**src/rtl/bloom_pkg.sv**
```systemverilog
// Shared types and constants for the Bloom filter custom-op responder.
//   bloom_op_e    : command encoding driven by the custom-op decoder
//   bloom_state_e : control FSM states of bloom_filter_unit
//   BLOOM_SEED    : per-hash seeds XORed into the key before mixing
//   BLOOM_MULT    : multiplicative mixing constant
package bloom_pkg;

   typedef enum logic [1:0] {
      BLOOM_INSERT  = 2'b00,
      BLOOM_CHECK   = 2'b01,
      BLOOM_CLEAR   = 2'b10,
      BLOOM_ILLEGAL = 2'b11
   } bloom_op_e;

   typedef enum logic [2:0] {
      IDLE,
      HASH,
      PROBE,
      CLEAR,
      RESP
   } bloom_state_e;

   localparam logic [31:0] BLOOM_SEED [0:3] = '{
      32'h0000_0000, 32'h5BD1_E995, 32'hC2B2_AE35, 32'h27D4_EB2F
   };

   localparam logic [31:0] BLOOM_MULT = 32'h9E37_79B1;

   // Insert counter holds at all-ones instead of wrapping.
   function automatic logic [15:0] sat_inc16(input logic [15:0] v);
      return (v == 16'hFFFF) ? v : v + 16'd1;
   endfunction

endpackage

```
**src/rtl/bloom_hash.sv**
```systemverilog
// One Bloom hash: multiplicative mix of the seeded key, top IDX_W bits
// of the 32-bit product select a bit in the array.
//   i_key32 : zero-extended key
//   i_seed  : per-hash seed
//   o_idx   : bit index into the NUM_BITS array
module bloom_hash import bloom_pkg::*; #(
   parameter int IDX_W = 8
) (
   input  logic [31:0]      i_key32,
   input  logic [31:0]      i_seed,
   output logic [IDX_W-1:0] o_idx
);

   logic [31:0] w_prod;

   assign w_prod = (i_key32 ^ i_seed) * BLOOM_MULT;
   assign o_idx  = w_prod[31 -: IDX_W];

endmodule

```
**src/rtl/bloom_filter_unit.sv**
```systemverilog
// Bloom filter responder for the custom-instruction path. Executes INSERT,
// CHECK and CLEAR on a word-organised flop array, one word access per cycle.
//   clk_i, rst_ni              : clock, synchronous active-low reset
//   req_valid_i/req_ready_o    : command handshake (ready only in IDLE)
//   req_op_i, req_key_i        : command and key (RS1)
//   rsp_valid_o/rsp_ready_i    : response handshake to writeback
//   rsp_match_o, rsp_err_o     : CHECK result, illegal-op flag
//   rsp_count_o                : saturating inserts since last clear/reset
//
// state | meaning
// IDLE  | waiting for a command, req_ready_o high
// HASH  | register the NUM_HASH bit indices of the latched key
// PROBE | one hash per cycle: set bit (INSERT) or accumulate match (CHECK)
// CLEAR | zero one array word per cycle
// RESP  | hold response until writeback accepts it
module bloom_filter_unit import bloom_pkg::*; #(
   parameter int NUM_WORDS = 8,
   parameter int NUM_HASH  = 2,
   parameter int KEY_W     = 32
) (
   input  logic             clk_i,
   input  logic             rst_ni,
   input  logic             req_valid_i,
   output logic             req_ready_o,
   input  logic [1:0]       req_op_i,
   input  logic [KEY_W-1:0] req_key_i,
   output logic             rsp_valid_o,
   input  logic             rsp_ready_i,
   output logic             rsp_match_o,
   output logic             rsp_err_o,
   output logic [15:0]      rsp_count_o
);

   localparam int NUM_BITS = 32 * NUM_WORDS;
   localparam int IDX_W    = $clog2(NUM_BITS);
   localparam int WW       = IDX_W - 5;
   // One step counter serves both the hash sequence and the clear sweep.
   localparam int STEP_W   = (WW > 2) ? WW : 2;

   bloom_state_e      r_state;
   bloom_op_e         r_op;
   logic [31:0]       r_key32;
   logic [IDX_W-1:0]  r_idx [NUM_HASH];
   logic [STEP_W-1:0] r_step;
   logic              r_match_acc;
   logic [31:0]       r_array [NUM_WORDS];
   logic              r_rsp_valid;
   logic              r_rsp_match;
   logic              r_rsp_err;
   logic [15:0]       r_count;

   logic [IDX_W-1:0]  w_hash_idx [NUM_HASH];
   logic [IDX_W-1:0]  w_cur_idx;
   logic [WW-1:0]     w_word;
   logic [4:0]        w_bit;
   logic              w_bit_val;
   logic              w_probe_last;
   logic              w_clear_last;

   for (genvar j = 0; j < NUM_HASH; j++) begin : g_hash
      bloom_hash #(.IDX_W(IDX_W)) u_hash (
         .i_key32 (r_key32),
         .i_seed  (BLOOM_SEED[j]),
         .o_idx   (w_hash_idx[j])
      );
   end

   always_comb begin
      w_cur_idx = '0;
      for (int j = 0; j < NUM_HASH; j++) begin
         if (r_step == STEP_W'(j)) w_cur_idx = r_idx[j];
      end
   end

   assign w_word       = w_cur_idx[IDX_W-1:5];
   assign w_bit        = w_cur_idx[4:0];
   assign w_bit_val    = r_array[w_word][w_bit];
   assign w_probe_last = (r_step == STEP_W'(NUM_HASH - 1));
   assign w_clear_last = (r_step == STEP_W'(NUM_WORDS - 1));

   always_ff @(posedge clk_i) begin
      if (!rst_ni) begin
         r_state     <= IDLE;
         r_op        <= BLOOM_INSERT;
         r_key32     <= '0;
         r_step      <= '0;
         r_match_acc <= 1'b0;
         r_rsp_valid <= 1'b0;
         r_rsp_match <= 1'b0;
         r_rsp_err   <= 1'b0;
         r_count     <= '0;
         for (int j = 0; j < NUM_HASH; j++) r_idx[j] <= '0;
         for (int w = 0; w < NUM_WORDS; w++) r_array[w] <= '0;
      end else begin
         case (r_state)
            IDLE: begin
               if (req_valid_i) begin
                  r_op        <= bloom_op_e'(req_op_i);
                  r_key32     <= 32'(req_key_i);
                  r_step      <= '0;
                  r_match_acc <= 1'b1;
                  case (bloom_op_e'(req_op_i))
                     BLOOM_INSERT, BLOOM_CHECK: r_state <= HASH;
                     BLOOM_CLEAR:               r_state <= CLEAR;
                     default: begin
                        r_state     <= RESP;
                        r_rsp_valid <= 1'b1;
                        r_rsp_match <= 1'b0;
                        r_rsp_err   <= 1'b1;
                     end
                  endcase
               end
            end
            HASH: begin
               for (int j = 0; j < NUM_HASH; j++) r_idx[j] <= w_hash_idx[j];
               r_state <= PROBE;
            end
            PROBE: begin
               // Read-modify-write per probe so two hashes in one word both stick.
               if (r_op == BLOOM_INSERT)
                  r_array[w_word] <= r_array[w_word] | (32'd1 << w_bit);
               r_match_acc <= r_match_acc & w_bit_val;
               if (w_probe_last) begin
                  r_state     <= RESP;
                  r_rsp_valid <= 1'b1;
                  r_rsp_err   <= 1'b0;
                  r_rsp_match <= (r_op == BLOOM_CHECK) ? (r_match_acc & w_bit_val) : 1'b0;
                  if (r_op == BLOOM_INSERT) r_count <= sat_inc16(r_count);
               end else begin
                  r_step <= r_step + 1'b1;
               end
            end
            CLEAR: begin
               r_array[r_step[WW-1:0]] <= '0;
               if (w_clear_last) begin
                  r_state     <= RESP;
                  r_rsp_valid <= 1'b1;
                  r_rsp_err   <= 1'b0;
                  r_rsp_match <= 1'b0;
                  r_count     <= '0;
               end else begin
                  r_step <= r_step + 1'b1;
               end
            end
            RESP: begin
               if (rsp_ready_i) begin
                  r_rsp_valid <= 1'b0;
                  r_state     <= IDLE;
               end
            end
            default: r_state <= IDLE;
         endcase
      end
   end

   assign req_ready_o = (r_state == IDLE);
   assign rsp_valid_o = r_rsp_valid;
   assign rsp_match_o = r_rsp_match;
   assign rsp_err_o   = r_rsp_err;
   assign rsp_count_o = r_count;

endmodule
```
**config.mk**
```make
export PLATFORM = sky130hd
export DESIGN_NAME = bloom_filter_unit
export DESIGN_NICKNAME = d
export VERILOG_FILES = /design/src/rtl/bloom_pkg.sv /design/src/rtl/bloom_hash.sv /design/src/rtl/bloom_filter_unit.sv
export SDC_FILE = /design/constraint.sdc
export NUM_CORES = 2
export LEC_CHECK = 0
export ABC_AREA = 1
export BUFFER_PORTS_ARGS = -buffer_cell sky130_fd_sc_hd__buf_2
export CORE_MARGIN = 2
export CORE_UTILIZATION = 50
export DETAILED_ROUTE_END_ITERATION = 8
export PLACE_DENSITY = 0.66
export SYNTH_ARGS = -nofsm -noshare
export SYNTH_HDL_FRONTEND = slang
export SYNTH_SLANG_ARGS = --single-unit
```
**constraint.sdc**
```tcl
create_clock -name clk_i -period 7.3 [get_ports clk_i]
set_input_delay 1.46 -clock clk_i [delete_from_list [all_inputs] [get_ports clk_i]]
set_output_delay 1.46 -clock clk_i [all_outputs]
set_load 0.01 [all_outputs]
```
==> results.cfg <==
[run_status]
status = complete, no violations

[setup_path]
crit_required_ps = 7720
rr_startpoint = r_key32[14]$_SDFFE_PN0P_
worstSetupEndpointType = flop
startpoint = r_key32[14]$_SDFFE_PN0P_
critical_path_arrival_ps = 7490
start_kind = flop
path_max_fanout = 8
setup.worst_path.class = flop to flop

[clocking]
clkSinkCount = 332
cts.clk_slew.worst_paths_ps = 60
htreeDepth = 2
cts_root_buffer = clkbuf_16
numCtsBuffers = 39
clk_path_buf_depth = 3
cts_tree = done
worstSkewPairLatency_ps = 600

[logic_synthesis]
synthXorXnorAreaFrac_pct = 1.94
synth_edf_count = 272
synth_top_area_cell = edfxtp_1
synthAdderAreaFrac_pct = 39.2
ys_seq_area_share_pct = 29.3
synthMuxAreaShare_pct = 0
synth_seq_cells = 332
netlist_area_um2 = 32000
async_reset_ff_share_pct = 0
synth_flop_cell = edfxtp_1
syn_avg_cell_area_um2 = 9.53
synth_top_area_share_pct = 25.5
netlist_top_cells_area = edfxtp_1 (26%), fa_1 (25%), ha_1 (14%), inv_1 (8.5%), nand3_1 (5.3%)
synth_top_family_by_area = adder cells
syn_nets = 4160
yosys.area_share.simple_pct = 14.8
ys_warn_count = 0
synth_compound_area_share_pct = 4.72
synth_cells = 3361
yosysUniqueCellTypes = 46

[routing]
drt_wl_total_mm = 92.2
firstDrtPassIters = 5
drc = 0
vias = 23516
first_iter_violations = 2087
via_per_inst = 5.46
ant_nets = 0
post_drt_wl_per_cell_um = 21.4

[sta]
final_hold_viol_count = 0
tightest_slew_ps = 1170
fin_tns_setup_ps = 0
finalMaxSlewViolations = 0
setup_violations = 0
period_minus_slack_ps = 7070
relSlewSlack_pct = 21.4
fin_crit_sh_pct = 96.8
finalClockSkew_ps = 27.7
timing.hold.ws_ps = 466
fmax_mhz = 141

[cells_and_area]
nets = 4231
final_util_pct = 55.1
drive_gt1_share_pct = 7.28
area_delta_synth_final_pct = 8.70
fill_cells = 5678

[place]
gp_congestion = 1.03
dp_hpwl_mm = 68.4
io_buffers = 57

[global_routing]
overflow = 0
antenna_found_initial = 1
grt_pass1_vias = 24579
grt_use_total_pct = 28.7
grt_pass1_wl_mm = 144
grt_start_max_net_pins = 67

[floorplan]
die_x_um = 257
row_count = 92
die_height_um = 257
initial_core_util_pct = 50.7
ios = 58
die_area_um2 = 66100
core_area_um2 = 63200

[worst_hold_path]
hold_path.class = flop to flop
min_from = rsp_match_o$_SDFFE_PN0P_

[job]
cap_violations = 0
[flip-flops by register name, indices dropped and copies added, names as in the netlist]
signal and count:
rsp_count_o 16, r_idx 16, r_step 3, r_array 256, r_key32 32, rsp_valid_o 1
r_state 3, rsp_match_o 1, r_match_acc 1, rsp_err_o 1, r_op 2
[critical path: stages, from the launching register on]
cell        delay, ps
dfxtp_1           460
clkinvlp_4        270
buf_4             200
ha_1              400
ha_1              340
fa_1              510
inv_1              50
fa_1              510
inv_1              60
fa_1              490
fa_1              540
fa_1              490
inv_1              50
fa_1              470
inv_1              50
ha_1              310
nand4_1           180
nor3_2            230
o21ai_0           250
nand3_1           250
nand3_1           130
nand2_1           140
a31oi_1           110
or2_2             290
a21oi_1           120
[worst paths after layout]
kind,to,cells after the start,slack (ps)
setup / recovery,r_idx[0][12]$_SDFFCE_PN0P_,24,230
hold / removal,rsp_match_o$_SDFFE_PN0P_,2,470
setup reg to reg,r_idx[0][12]$_SDFFCE_PN0P_,24,230
hold reg to reg,rsp_match_o$_SDFFE_PN0P_,2,470
[synth_stat cells, drive strengths merged, types with 3 or more instances]
library cell and instances:
a21oi 123, dfxtp 60, xnor2 37, nor2 327
buf 50, o21bai 3, xor2 34, or2 7
o211ai 28, clkbuf 55, a211oi 7, a21o 4
ha 358, a31oi 10, o21a 5, nand2 384
nor3 16, nand3b 4, fa 403, nand4 20
nand3 338, edfxtp 272, o21ai 69, inv 735
[metrics by stage]
| step | setup slack, ps | instance area (µm²) | cells |
|---|---|---|---|
| 2_1_floorplan | 658 | 32000 | 3361 |
| 3_3_place_gp | -87.3 | 33500 | 4226 |
| 3_5_place_dp | -106 | 33500 | 4226 |
| 4_1_cts | 85.8 | 34700 | 4297 |
| 5_1_grt | -13.1 | 34800 | 4309 |
| 6_report | 231 | 34800 | 4309 |
[layout by cell type (no fill, tap or decap), types with 37 or more instances in the layout]
cell type and count:
nor2_1 321, ha_1 358, edfxtp_1 272, inv_1 720, clkbuf_16 39, dfxtp_1 58
buf_4 77, xnor2_1 37, nand2_1 365, a21oi_1 120, nand3_1 336, o21ai_0 53
buf_2 57, fa_1 403
[per-layer routing]
layer / track usage (%) / vias to the layer above / wire (µm)
met3: 4.75 / 208 / 7120
met5: 0 / - / 0
met1: 38.2 / 11538 / 37500
met2: 46.8 / 997 / 43200
li1: - / 10773 / -
met4: 12.1 / 0 / 4410
[logic make-up (layout without fill, tap and decap cells)]
kind of cell,Yosys count,after routing
other,0,1
buffers and inverters,842,943
xor gates and xnor gates,71,71
DFF,332,332
adders and majority gates,761,761
AOI/OAI and AO/OA,257,257
and+or+nand+nor,1098,1098
[what timing repair did]
item                       CTS  global route
hold buffers                 0             0
setup endpoints to repair    1             8
buffers inserted             0            10
resized for setup            1             8
cloned                       0             1
[layout make-up]
| cell class | count | area [µm²] | area share [%] |
|---|---|---|---|
| Multi-Input combinational cell | 2187 | 19500 | 56.0 |
| Sequential cell | 332 | 9370 | 26.9 |
| Inverter | 737 | 2780 | 7.98 |
| Tap cell | 846 | 1060 | 3.04 |
| Clock buffer | 49 | 1020 | 2.94 |
| Timing Repair Buffer | 134 | 863 | 2.48 |
| Clock inverter | 22 | 216 | 0.622 |
| Timing Repair inverter | 1 | 5.00 | 0.0144 |
| Antenna cell | 1 | 2.50 | 0.00719 |
Power is not shown: default switching activity piles up to over one toggle a cycle in this logic, so the estimate is an artifact.
